`src/rtl/encoder_32bit_scan.sv`:
```
// ---------------------------------------------------------------------------
// encoder_32bit_scan
//
// Accepts a 32-bit request word and emits one beat per set bit, lowest index
// first, over a valid/ready output handshake. An all-zero word produces a
// single beat flagged with out_zero. While the block is scanning a word it
// does not accept another one.
//
// Ports
//   clk        rising-edge clock for all state
//   rst_n      synchronous reset, active low
//   in_valid   upstream word valid
//   in_data    request word, bit i = index i
//   in_ready   block is idle and can accept a word
//   out_valid  out_idx/out_zero/out_last/out_ord are valid
//   out_ready  downstream accepts the current beat
//   out_idx    binary index of the current set bit
//   out_zero   the accepted word was all zeros
//   out_last   final beat of the current word
//   out_ord    0-based ordinal of the beat within the word
// ---------------------------------------------------------------------------
module encoder_32bit_scan (
  input  logic        clk,
  input  logic        rst_n,
  input  logic        in_valid,
  input  logic [31:0] in_data,
  output logic        in_ready,
  output logic        out_valid,
  input  logic        out_ready,
  output logic [4:0]  out_idx,
  output logic        out_zero,
  output logic        out_last,
  output logic [5:0]  out_ord
);

  localparam logic [0:0] IDLE = 1'b0;
  localparam logic [0:0] SCAN = 1'b1;

  // Mask of the word positions whose index has bit b set; drives one bit of
  // the one-hot to binary encoder.
  function automatic logic [31:0] pos_mask(input int b);
    logic [31:0] m;
    m = '0;
    for (int j = 0; j < 32; j++) begin
      m[j] = ((j >> b) & 1) == 1;
    end
    return m;
  endfunction

  logic [0:0]  state_reg;
  logic [31:0] word_reg;
  logic        out_valid_reg;
  logic [4:0]  out_idx_reg;
  logic        out_zero_reg;
  logic        out_last_reg;
  logic [5:0]  out_ord_reg;

  logic [31:0] word_cleared;
  logic [31:0] src_word;
  logic [31:0] lowest_onehot;
  logic [4:0]  enc_idx;
  logic        src_zero;
  logic        src_single;
  logic        beat_done;

  assign beat_done    = out_valid_reg & out_ready;

  // Remaining word once the bit currently on the output has been consumed.
  assign word_cleared = word_reg & ~(32'd1 << out_idx_reg);

  // One shared encoder: in IDLE it looks at the incoming word (first beat),
  // in SCAN at the remaining word (next beat). The result only feeds
  // registers, so there is no combinational in_* to out_* path.
  assign src_word      = (state_reg == IDLE) ? in_data : word_cleared;
  assign lowest_onehot = src_word & (~src_word + 32'd1);
  assign src_zero      = (src_word == 32'd0);
  // True for zero as well, which gives out_last=1 for the zero-word beat.
  assign src_single    = ((src_word & (src_word - 32'd1)) == 32'd0);

  generate
    for (genvar gi = 0; gi < 5; gi++) begin : g_enc
      assign enc_idx[gi] = |(lowest_onehot & pos_mask(gi));
    end
  endgenerate

  always_ff @(posedge clk) begin
    if (!rst_n) begin
      state_reg     <= IDLE;
      word_reg      <= '0;
      out_valid_reg <= 1'b0;
      out_idx_reg   <= '0;
      out_zero_reg  <= 1'b0;
      out_last_reg  <= 1'b0;
      out_ord_reg   <= '0;
    end else begin
      case (state_reg)
        IDLE: begin
          if (in_valid) begin
            state_reg     <= SCAN;
            word_reg      <= in_data;
            out_valid_reg <= 1'b1;
            out_idx_reg   <= enc_idx;
            out_zero_reg  <= src_zero;
            out_last_reg  <= src_single;
            out_ord_reg   <= '0;
          end
        end
        SCAN: begin
          if (beat_done) begin
            word_reg <= word_cleared;
            if (out_last_reg) begin
              state_reg     <= IDLE;
              out_valid_reg <= 1'b0;
              out_idx_reg   <= '0;
              out_zero_reg  <= 1'b0;
              out_last_reg  <= 1'b0;
              out_ord_reg   <= '0;
            end else begin
              out_idx_reg  <= enc_idx;
              out_last_reg <= src_single;
              out_ord_reg  <= out_ord_reg + 6'd1;
            end
          end
        end
        default: state_reg <= IDLE;
      endcase
    end
  end

  assign in_ready  = (state_reg == IDLE);
  assign out_valid = out_valid_reg;
  assign out_idx   = out_idx_reg;
  assign out_zero  = out_zero_reg;
  assign out_last  = out_last_reg;
  assign out_ord   = out_ord_reg;

endmodule

```
`config.mk`:
```
export PLATFORM = sky130hd
export DESIGN_NAME = encoder_32bit_scan
export DESIGN_NICKNAME = d
export VERILOG_FILES = /design/src/rtl/encoder_32bit_scan.sv
export SDC_FILE = /design/constraint.sdc
export NUM_CORES = 1
export LEC_CHECK = 0
export CAP_MARGIN = 20
export CORE_AREA = 5 5 87 89
export DETAILED_ROUTE_END_ITERATION = 6
export DIE_AREA = 0 0 92 94
export HOLD_SLACK_MARGIN = 0.12
export PLACE_DENSITY = 0.78
export SYNTH_ARGS = -nofsm -noshare
export SYNTH_HDL_FRONTEND = slang
export SYNTH_SLANG_ARGS = --single-unit
```
`constraint.sdc`:
```
create_clock -name clk -period 3.62 [get_ports clk]
set_input_delay 1.086 -clock clk [delete_from_list [all_inputs] [get_ports clk]]
set_output_delay 1.086 -clock clk [all_outputs]
set_load 0.02 [all_outputs]
```
==> results by group <==
Yosys
  – Flops & latches, synth: 47
  – Yosys warning total: 0
  – Syn_area_per_cell: 7.78 um^2
  – Post-synth top area share: a little over a quarter
  – Post-synth top flop: dfxtp_1
  – Largest area contributor in the netlist: dfxtp_1
  – Syn nets: just under 500
  – Synthesized area: roughly 3500 um^2
  – Synth top cells by count: nand2_1 (75), dfxtp_1 (47), a21oi_1 (36)
  – Post-synth ARST share: 0%
  – Syn Inst Count: ~450
  – Most frequent cell after synthesis: nand2_1
  – Post-synth EDFFs: 0
  – Register area share after synthesis: between 20% and 30%
  – Top cells by area, synth: dfxtp_1 (27%), nand2_1 (8.0%), a21oi_1 (5.1%), mux2i_1 (4.8%), a21boi_0 (3.8%)
  – Unique masters post-synth: 69

Global route
  – Largest net degree at the start of global routing: 43
  – Initial antenna violation count: 0
  – Total track usage: about a quarter
  – Total grt overflow: 0
  – Vias in the first global route: about 3500
  – First-pass GRT wire length: ~18 mm

Worst setup path
  – Critical register-to-register path endpoint: out_last
  – Reg2reg start: state_reg
  – WS Path Type: in -> reg
  – Crit path arrival time: between 3000 and 4000 ps
  – Worst-path fanout max: 3
  – Crit path max-delay family: compound AO/OA/AOI/OAI gates
  – Critical path cell sequence: clkdlybuf4s50_1 -> mux2i_1 -> a21oi_1 -> a211oi_1 -> o22ai_1 -> or3_1 -> a221oi_1 -> nand4_1 -> or4_1 -> o21ai_1
  – Worst EP required: 3870 ps
  – Crit end category: flip-flop
  – Crit-path max cell delay: between 400 and 500 ps
  – R2R Setup Slk: around 380 ps
  – CP bufs+invs: 1
  – Worst R2R Path Depth: 10
  – CP max stage cell: or4_1
  – Crit start category: primary input

Route
  – Antenna viol nets, final: 0
  – Pre-Repair DR Iteration Count: 5
  – Vias post-DR: 3774
  – DR WL/cell: between 15 and 20 um
  – Vias per inst: roughly 6.2
  – Final wirelength: about 11 mm
  – DRC: 0
  – Drt first-iter violations: roughly 340

Placement
  – Port buffer count: 50
  – DP HPWL: about 8.4 mm
  – Routability cong.: approximately 0.98
  – Placed cells: ~600

Clocking
  – CTS Buf Count: 5
  – Clock slew at reported path FFs: ~90 ps
  – Clock Sinks: 47
  – Clk root buf: clkbuf_8
  – Max Root-Sink Buffers: 2
  – Hold buffers post-CTS: 0
  – Setup bufs post-CTS: 0
  – CTS tree: yes
  – Post-cts resize count: 0
  – Clk_lat worst skew: roughly 310 ps
  – H-Tree Depth: 2

Power
  – Total power: approximately 1.4 mW
  – P_leak: around 1.7 nW
  – Maximum vdd drop: ~0.18 mV
  – Power per cell area: 314 nW/um^2

Final layout
  – Finished Layout Cells: just over 600
  – Layout Utilization: around two thirds
  – Number of flip-flops in the largest register: 32
  – Antenna Cells: 0
  – Share of post-route cells with drive strength above 1: ~15%
  – Final nets: 560
  – Fillers: approximately 630
  – Area growth from synthesis to layout: 23.9%

Die
  – Die height: about 94 um
  – Initial Util: about 53%
  – Die width: 92 um
  – Core ar.: 6680 um^2
  – Ports: 51
  – FP Rows: 30
  – Die Area: 8650 um^2

Timing
  – WHS: roughly 450 ps
  – Tmin final: around 3300 ps
  – Skew final: about 4.6 ps
  – Tcrit/Tclk final: about 92%
  – Final hold violations: 0
  – Setup TNS: 0 ps
  – Max Clk Rate: 299 MHz
  – Fin. max-slew vios: 0
  – RSZ-0062 raised after global routing: false
  – Relative max-transition margin: between 60% and 70%
  – Least-Margin Pin Slew: 590 ps
  – Final Setup Violations: 0

Min path
  – Worst hold start: out_zero
  – Worst Hold End: out_zero
  – Hold Crit Class: reg -> reg
  – Hold Crit Depth: 2

Job
  – Max-cap viol count: 0

Outcome
  – Status: finished, final reports clean
-- placed cells by master, fill, tap and decap left out, drive strengths merged, types with 5 or more instances in the layout --
cell type	netlist	final
and2	5	5
nand4	8	8
nor2	29	29
o2bb2ai	6	6
a22oi	5	5
nand3	16	16
o21ai	27	27
nand2	75	75
dfxtp	47	47
nor4	5	5
a21boi	18	18
nor2b	10	10
a31oi	8	8
a21oi	42	42
buf	21	42
clkbuf	8	5
a211oi	5	5
inv	10	10
clkdlybuf4s50	0	50
o211a	11	11
nor3	9	9
mux2i	17	17
-- how the worst max path moves through the flow --
stage / from / end / slack [ps] / depth (start not counted)
2_1_floorplan: in_data[15] / out_last / 540 / 8
4_1_cts: in_data[29] / out_last / 330 / 10
5_1_grt: in_data[29] / out_last / 90 / 10
3_5_place_dp: in_data[29] / out_last / -0.3 / 10
3_3_place_gp: in_data[29] / out_last / 40 / 10
6_report: in_data[29] / out_last / 270 / 10
-- area by class of cell --
class                           instances  area [um^2]  area share [%]
Multi-Input combinational cell        367         2380            54.4
Sequential cell                        47          942            21.6
Timing Repair Buffer                   92          816            18.7
Tap cell                               80          100            2.29
Clock buffer                            5         68.8            1.58
Inverter                               10         37.5           0.860
Clock inverter                          3         25.0           0.573
-- per-layer routing --
metal  vias up  global-route usage, %  wire length [um]
li1       1826                      -                 -
met1      1774                   34.7              4880
met4         0                   9.78               248
met2       150                   41.1              5040
met5         -                      0                 0
met3        24                   5.37               839
-- report_power, final --
group / internal (mW) / total (mW) / switching (mW)
clock: 0.138 / 0.335 / 0.197
combinational: 0.199 / 0.453 / 0.254
sequential: 0.549 / 0.582 / 0.0330
total: 0.886 / 1.37 / 0.484
-- logic make-up (layout without fill, tap and decap cells) --
group	Yosys count	count (layout)	share of synthesized area, %
AO/OA/AOI/OAI	156	156	30.6
XOR/XNOR	4	4	0.995
adder cells (fa/ha/maj)	2	2	0.639
buffers and inverters	39	110	6.00
flip-flops	47	47	26.7
multiplexers	21	21	6.11
AND/OR/NAND/NOR	184	184	29.0
-- worst register-to-register path, delay by kind of cell, from the launching register on --
kind | cells | cell delay [ps]
AO/OA/AOI/OAI | 5 | 1000
AND/OR/NAND/NOR | 3 | 860
flip-flops | 1 | 630
buffers and inverters | 1 | 350
multiplexers | 1 | 330
-- through the flow --
stage | setup slack, ps | instance area, um^2
6_report | 273 | 4370
5_1_grt | 86.4 | 4370
4_1_cts | 326 | 4370
3_5_place_dp | -0.331 | 4270
3_3_place_gp | 44.3 | 4270
2_1_floorplan | 540 | 3520
Power figures use the tool's default switching activity.
